**src/rtl/seq_arith_unit.sv**
```systemverilog
// seq_arith_unit: clocked arithmetic unit with valid/ready on both sides.
// Single-cycle ops: ADD SUB INC DEC ASL ASR REV PAR, DIV by zero, illegal.
// Multi-cycle ops: MUL (shift-add) and DIV (restoring), one bit per cycle.
// Optional macro ARITH_SAT_EN: saturate ADD/INC on carry and SUB/DEC on borrow.
module seq_arith_unit #(
   parameter int WIDTH = 8,
   parameter int CNT_W = $clog2(WIDTH) + 1
) (
   input  logic             CLK,
   input  logic             RST_n,
   input  logic             In_Valid,
   output logic             In_Ready,
   input  logic [WIDTH-1:0] A,
   input  logic [WIDTH-1:0] B,
   input  logic [3:0]       Op,
   output logic             Out_Valid,
   input  logic             Out_Ready,
   output logic [WIDTH-1:0] Out,
   output logic [WIDTH-1:0] Out_High,
   output logic             Carry_Out,
   output logic             Negative_Sign_Flag,
   output logic             Zero_Flag,
   output logic             Div_By_Zero,
   output logic             Illegal_Op
);

   localparam logic [3:0] OP_ADD = 4'd0;
   localparam logic [3:0] OP_SUB = 4'd1;
   localparam logic [3:0] OP_MUL = 4'd2;
   localparam logic [3:0] OP_DIV = 4'd3;
   localparam logic [3:0] OP_INC = 4'd4;
   localparam logic [3:0] OP_DEC = 4'd5;
   localparam logic [3:0] OP_ASL = 4'd6;
   localparam logic [3:0] OP_ASR = 4'd7;
   localparam logic [3:0] OP_REV = 4'd8;
   localparam logic [3:0] OP_PAR = 4'd9;
   localparam logic [WIDTH-1:0] SH_LIM = WIDTH'(WIDTH);

   typedef enum logic [1:0] {S_IDLE = 2'd0, S_CALC = 2'd1, S_DONE = 2'd2} state_t;

   state_t                 r_state, w_next;
   logic [CNT_W-1:0]       r_cnt;
   logic [2*WIDTH-1:0]     r_work;
   logic [WIDTH-1:0]       r_opnd;
   logic                   r_is_div;
   logic [WIDTH-1:0]       r_out, r_out_high;
   logic                   r_carry, r_neg, r_zero, r_dbz, r_ill;

   logic                   w_accept, w_multi;
   logic [WIDTH:0]         w_add, w_sub, w_inc;
   logic [WIDTH-1:0]       w_dec, w_rev;
   logic signed [WIDTH-1:0] w_a_s;
   logic [WIDTH-1:0]       w_res, w_res_hi;
   logic                   w_carry, w_neg, w_dbz, w_ill, w_zero;
   logic [WIDTH:0]         w_mul_sum, w_rem_sh;
   logic [WIDTH-1:0]       w_rem_diff;
   logic [2*WIDTH-1:0]     w_step;

`ifdef ARITH_SAT_EN
   // Clamp to all ones (to_max) or to zero when the operation overflowed.
   function automatic logic [WIDTH-1:0] sat_clamp(input logic [WIDTH-1:0] val,
                                                  input logic ovf, input logic to_max);
      if (!ovf) return val;
      return to_max ? {WIDTH{1'b1}} : {WIDTH{1'b0}};
   endfunction
`endif

   assign w_accept = In_Valid && In_Ready;
   assign w_multi  = (Op == OP_MUL) || ((Op == OP_DIV) && (B != '0));
   assign w_add    = {1'b0, A} + {1'b0, B};
   assign w_sub    = {1'b0, A} - {1'b0, B};
   assign w_inc    = {1'b0, A} + (WIDTH+1)'(1);
   assign w_dec    = A - WIDTH'(1);
   assign w_a_s    = A;

   // Bit-reverse of operand A.
   always_comb begin
      w_rev = '0;
      for (int i = 0; i < WIDTH; i++) w_rev[i] = A[WIDTH-1-i];
   end

   // Single-cycle result and flags, computed straight from the input operands.
   always_comb begin
      w_res    = '0;
      w_res_hi = '0;
      w_carry  = 1'b0;
      w_neg    = 1'b0;
      w_dbz    = 1'b0;
      w_ill    = 1'b0;
      case (Op)
         OP_ADD: begin
            w_carry = w_add[WIDTH];
`ifdef ARITH_SAT_EN
            w_res = sat_clamp(w_add[WIDTH-1:0], w_add[WIDTH], 1'b1);
`else
            w_res = w_add[WIDTH-1:0];
`endif
         end
         OP_SUB: begin
            w_neg = w_sub[WIDTH];
`ifdef ARITH_SAT_EN
            w_res = sat_clamp(w_sub[WIDTH-1:0], w_sub[WIDTH], 1'b0);
`else
            w_res = w_sub[WIDTH-1:0];
`endif
         end
         OP_INC: begin
            w_carry = w_inc[WIDTH];
`ifdef ARITH_SAT_EN
            w_res = sat_clamp(w_inc[WIDTH-1:0], w_inc[WIDTH], 1'b1);
`else
            w_res = w_inc[WIDTH-1:0];
`endif
         end
         OP_DEC: begin
            w_neg = (A == '0);
`ifdef ARITH_SAT_EN
            w_res = sat_clamp(w_dec, (A == '0), 1'b0);
`else
            w_res = w_dec;
`endif
         end
         OP_MUL: w_res = '0;
         OP_DIV: begin
            // Only reaches the output registers when B is zero.
            w_res    = '1;
            w_res_hi = A;
            w_dbz    = 1'b1;
         end
         OP_ASL: w_res = (B >= SH_LIM) ? '0 : (A << B);
         OP_ASR: w_res = (B >= SH_LIM) ? {WIDTH{A[WIDTH-1]}} : (w_a_s >>> B);
         OP_REV: w_res = w_rev;
         OP_PAR: w_res = {{(WIDTH-1){1'b0}}, ^A};
         default: w_ill = 1'b1;
      endcase
      w_zero = (w_res == '0) && (w_res_hi == '0);
   end

   // One iteration of shift-add multiply or restoring divide on the work register.
   always_comb begin
      w_mul_sum  = {1'b0, r_work[2*WIDTH-1:WIDTH]} + (r_work[0] ? {1'b0, r_opnd} : '0);
      w_rem_sh   = {r_work[2*WIDTH-1:WIDTH], r_work[WIDTH-1]};
      w_rem_diff = w_rem_sh[WIDTH-1:0] - r_opnd;
      if (r_is_div) begin
         if (w_rem_sh >= {1'b0, r_opnd})
            w_step = {w_rem_diff, r_work[WIDTH-2:0], 1'b1};
         else
            w_step = {w_rem_sh[WIDTH-1:0], r_work[WIDTH-2:0], 1'b0};
      end else begin
         w_step = {w_mul_sum, r_work[WIDTH-1:1]};
      end
   end

   // State register.
   always_ff @(posedge CLK) begin
      if (!RST_n) r_state <= S_IDLE;
      else        r_state <= w_next;
   end

   // Next-state logic.
   always_comb begin
      w_next = r_state;
      case (r_state)
         S_IDLE: if (w_accept) w_next = w_multi ? S_CALC : S_DONE;
         S_CALC: if (r_cnt == CNT_W'(1)) w_next = S_DONE;
         S_DONE: begin
            if (w_accept)       w_next = w_multi ? S_CALC : S_DONE;
            else if (Out_Ready) w_next = S_IDLE;
         end
         default: w_next = S_IDLE;
      endcase
   end

   // Handshake outputs; in DONE a new op may enter as the result retires.
   always_comb begin
      In_Ready  = 1'b0;
      Out_Valid = 1'b0;
      case (r_state)
         S_IDLE: In_Ready = 1'b1;
         S_DONE: begin
            In_Ready  = Out_Ready;
            Out_Valid = 1'b1;
         end
         default: In_Ready = 1'b0;
      endcase
   end

   // Operand capture, iteration and result registers.
   always_ff @(posedge CLK) begin
      if (!RST_n) begin
         r_cnt      <= '0;
         r_work     <= '0;
         r_opnd     <= '0;
         r_is_div   <= 1'b0;
         r_out      <= '0;
         r_out_high <= '0;
         r_carry    <= 1'b0;
         r_neg      <= 1'b0;
         r_zero     <= 1'b0;
         r_dbz      <= 1'b0;
         r_ill      <= 1'b0;
      end else if (w_accept) begin
         r_is_div <= (Op == OP_DIV);
         if (w_multi) begin
            r_cnt  <= CNT_W'(WIDTH);
            r_opnd <= (Op == OP_MUL) ? A : B;
            r_work <= (Op == OP_MUL) ? {{WIDTH{1'b0}}, B} : {{WIDTH{1'b0}}, A};
         end else begin
            r_out      <= w_res;
            r_out_high <= w_res_hi;
            r_carry    <= w_carry;
            r_neg      <= w_neg;
            r_zero     <= w_zero;
            r_dbz      <= w_dbz;
            r_ill      <= w_ill;
         end
      end else if (r_state == S_CALC) begin
         r_work <= w_step;
         r_cnt  <= r_cnt - CNT_W'(1);
         if (r_cnt == CNT_W'(1)) begin
            r_out      <= w_step[WIDTH-1:0];
            r_out_high <= w_step[2*WIDTH-1:WIDTH];
            r_carry    <= 1'b0;
            r_neg      <= 1'b0;
            r_zero     <= (w_step == '0);
            r_dbz      <= 1'b0;
            r_ill      <= 1'b0;
         end
      end
   end

   assign Out                = r_out;
   assign Out_High           = r_out_high;
   assign Carry_Out          = r_carry;
   assign Negative_Sign_Flag = r_neg;
   assign Zero_Flag          = r_zero;
   assign Div_By_Zero        = r_dbz;
   assign Illegal_Op         = r_ill;

endmodule

```
**config.mk**
```make
export PLATFORM = sky130hd
export DESIGN_NAME = seq_arith_unit
export DESIGN_NICKNAME = d
export VERILOG_FILES = /design/src/rtl/seq_arith_unit.sv
export SDC_FILE = /design/constraint.sdc
export NUM_CORES = 1
export LEC_CHECK = 0
export CAP_MARGIN = 40
export CELL_PAD_IN_SITES_DETAIL_PLACEMENT = 1
export CELL_PAD_IN_SITES_GLOBAL_PLACEMENT = 1
export CORE_MARGIN = 4
export CORE_UTILIZATION = 47
export DETAILED_ROUTE_END_ITERATION = 6
export MAX_ROUTING_LAYER = met4
export PLACE_DENSITY_LB_ADDON = 0.1
export SYNTH_ARGS = -nofsm -noshare
export SYNTH_HDL_FRONTEND = slang
export SYNTH_SLANG_ARGS = --single-unit
```
**constraint.sdc**
```tcl
create_clock -name CLK -period 8.08 [get_ports CLK]
set_input_delay 1.616 -clock CLK [delete_from_list [all_inputs] [get_ports CLK]]
set_output_delay 1.616 -clock CLK [all_outputs]
set_load 0.1 [all_outputs]
```
==> impl_results.md <==
* Tot Pwr at 0.831 mW
* Die height at roughly 120 µm
* Clock network power share at between 20% and 30%
* Hold path depth at 2
* FFs w/ async S/R, synth at 0%
* Nets@finish at about 850
* WHS Endpoint: Carry_Out
* Tightest Pin Transition at around 0.9 ns
* Row cnt at 39
* Most frequent CP cell: a32oi_1
* Commonest cells post-synth: nor2_1, nand2_1, a21oi_1
* Finish-stage setup viols at 0
* Unrepaired setup endpoints after global routing: no
* I/O Buffers at 46
* Worst vdd ir at 0.124 mV
* CTS tree: done
* Antenna cell count at 0
* Inserted Clock Buffers at 5
* DRT iter0 DRCs at about 470
* Post-synthesis sequential area ratio at a little under a fifth
* # fillers at approximately 1400
* Die ar. at between 10000 and 15000 µm²
* Total setup buffers inserted after CTS at 0
* Worst-case reg-to-reg path depth at 12
* Syn. warnings at 0
* HP Class: flop to flop
* Max Root-Sink Buffers at 2
* Final worst-path cycle share at roughly 64%
* R2R setup slack at between 4 and 5 ns
* DR vias at a little over 6000
* CTS clk-pin slew, worst paths at ~0.07 ns
* Hold Crit Start: Carry_Out
* Routed WL at about 21000 µm
* Cells after DPL at between 900 and 1000
* Reg2reg end: Zero_Flag
* Worst Path Arrival at 5.40 ns
* Syn_nets at a little over 800
* Setup crit start: B[1]
* #FFs+latches synth at 52
* WP data required at 8.28 ns
* Relative slew slack at roughly two fifths
* Combinational power share at about two fifths
* GP Congestion at around 0.96
* CP delay by family, top: buffers and inverters
* Mapped cell area at 5460 µm²
* Vias in the first global route at between 6000 and 7000
* Detail Placement HPWL at 16000 µm
* Synth unique cells at 76
* Leak pwr at ~2.5 nW
* Starting Density at 48.0%
* Syn Area/Cell at ~7.4 µm²
* ANT nets after route at 0
* Hold buffers post-CTS at 0
* Status: finished, final reports clean
* Clk_skew at ~0.0050 ns
* Post-CTS resize count at 0
* Initial antenna violation count at 0
* Clock Latency Late Sink at around 0.3 ns
* Largest net degree at the start of global routing at roughly 50
* Root buf cell: clkbuf_16
* Most frequent cell after synthesis: nor2_1
* Ys flop type: dfxtp_1
* Final min period at 5.20 ns
* Core Region at ~11000 µm²
* Final Hold Vio Count at 0
* Grt ovf at 0
* Maxcap violations at 0
* Synth Instances at 740
* Layout cells sized above 1 at about a tenth
* Worst Path Max Fanout at 20
* Layout Cells excl Fill at about 930
* Routed WL per cell at 23.1 µm
* P_int at 0.506 mW
* DRC viols at 0
* PwrDens at roughly 130 nW/µm²
* Die width at ~120 µm
* Clock sink count at 52
* Largest cells by area after synthesis: dfxtp_1, ha_1, nor2_1
* Setup TNS Final at 0 ns
* Net Sw Power at between 0.3 and 0.4 mW
* First-pass GRT wire length at 34300 µm
* Area leader, netlist: dfxtp_1
* Flop pwr share at between 30% and 40%
* Overall global routing resource usage at about a third
* Top Ports at 47
* Reg2reg start: r_work[0]
* Setup crit end kind: flop
* Fmax at 192 MHz
* WP buf/inv at 2
* EDFF count, synth at 0
* Drt first pass iters at 5
* Yosys top cell area share at a little under a fifth
* Startpoint Class: input port
* CTS HTree Levels at 2
* Crit-path cells: clkdlybuf4s50_1 -> inv_2 -> fa_1 -> or2_2 -> a32oi_1 -> o32ai_1 -> or3_1 -> or4_1 -> nor4_1 -> a32oi_1 -> o31ai_1
* Pins Over Slew Limit at 0
* Area Growth Syn to Fin at 19.3%
* Vias per cell at ~6.6
* Worst Setup Path Type: input port to flop
* Crit-path slowest cell: clkdlybuf4s50_1
* Net Sw Frac at 39.1%
* Slowest stage delay, CP at ~1.1 ns
## kinds of logic after synthesis
group / after synthesis / share of synthesized area [%]
xor gates and xnor gates: 18 / 2.89
DFF: 52 / 19.1
and+or+nand+nor: 297 / 27.2
AOI/OAI and AO/OA: 204 / 25.9
buffers and inverters: 91 / 6.42
muxes: 30 / 6.99
adders and majority gates: 48 / 11.6
## layout by cell type (no fill, tap or decap), types with 17 or more instances in the layout
cell type,count
nor2_1,95
nand2_1,72
a21oi_1,54
dfxtp_1,52
clkdlybuf4s50_1,46
ha_1,44
inv_1,38
o21ai_0,24
buf_8,23
nor3_1,20
mux2i_1,19
nand3_1,17
## area by class of cell
| class | count | area (µm²) | area share (%) |
|---|---|---|---|
| multi-input cells | 597 | 4070 | 62.6 |
| flip-flops and latches | 52 | 1040 | 16.0 |
| repair buffers | 86 | 927 | 14.2 |
| well taps | 143 | 179 | 2.75 |
| inverters | 39 | 146 | 2.25 |
| clock buffers | 6 | 129 | 1.98 |
| clock inverters | 2 | 16.3 | 0.250 |
## tightest hold or removal path, delay by kind of cell (launching register included)
kind,cells,cell delay [ns]
DFF,1,0.32
and+or+nand+nor,1,0.07
AOI/OAI and AO/OA,1,0.06
## stage by stage
stage	area, µm²	utilization, %	hold WS (ns)	setup WS (ns)
after floorplan	5460	-	0.457	3.47
after global placement	6010	52.9	0.458	2.74
after detailed placement	6370	56.0	0.475	2.65
after CTS	6510	57.3	0.485	2.93
after global routing	6510	57.3	0.509	2.76
final	6510	57.3	0.487	2.88
## state kept, by name, indices dropped and copies added (netlist names)
name,count
Zero_Flag,1
Illegal_Op,1
r_opnd,8
r_is_div,1
Out,8
Negative_Sign_Flag,1
r_state,2
r_cnt,4
Div_By_Zero,1
r_work,16
Carry_Out,1
Out_High,8
## per-layer routing
| layer | global-route usage [%] | routed length (µm) | up-vias |
|---|---|---|---|
| met5 | - | 0 | - |
| met4 | 15.9 | 1010 | 0 |
| met3 | 3.34 | 897 | 68 |
| met2 | 58.6 | 11100 | 228 |
| met1 | 38.0 | 8410 | 2999 |
| li1 | - | - | 2792 |
## power groups by stage
stage | combinational (mW) | clock [mW] | sequential, mW
floorplan | 0.190 | 0 | 0.309
detailed placement | 0.324 | 0 | 0.286
global placement | 0.297 | 0 | 0.285
finish | 0.330 | 0.220 | 0.281
global route | 0.354 | 0.232 | 0.282
CTS | 0.327 | 0.220 | 0.281
## how the worst max path moves through the flow
stage	endpoint	slack [ns]	depth (start not counted)
final	Zero_Flag	2.88	11
after global routing	Zero_Flag	2.76	11
after CTS	Zero_Flag	2.93	11
after detailed placement	Zero_Flag	2.65	11
after global placement	Zero_Flag	2.74	13
after floorplan	Zero_Flag	3.47	8
Note: power is estimated with default switching activity, not from simulation.
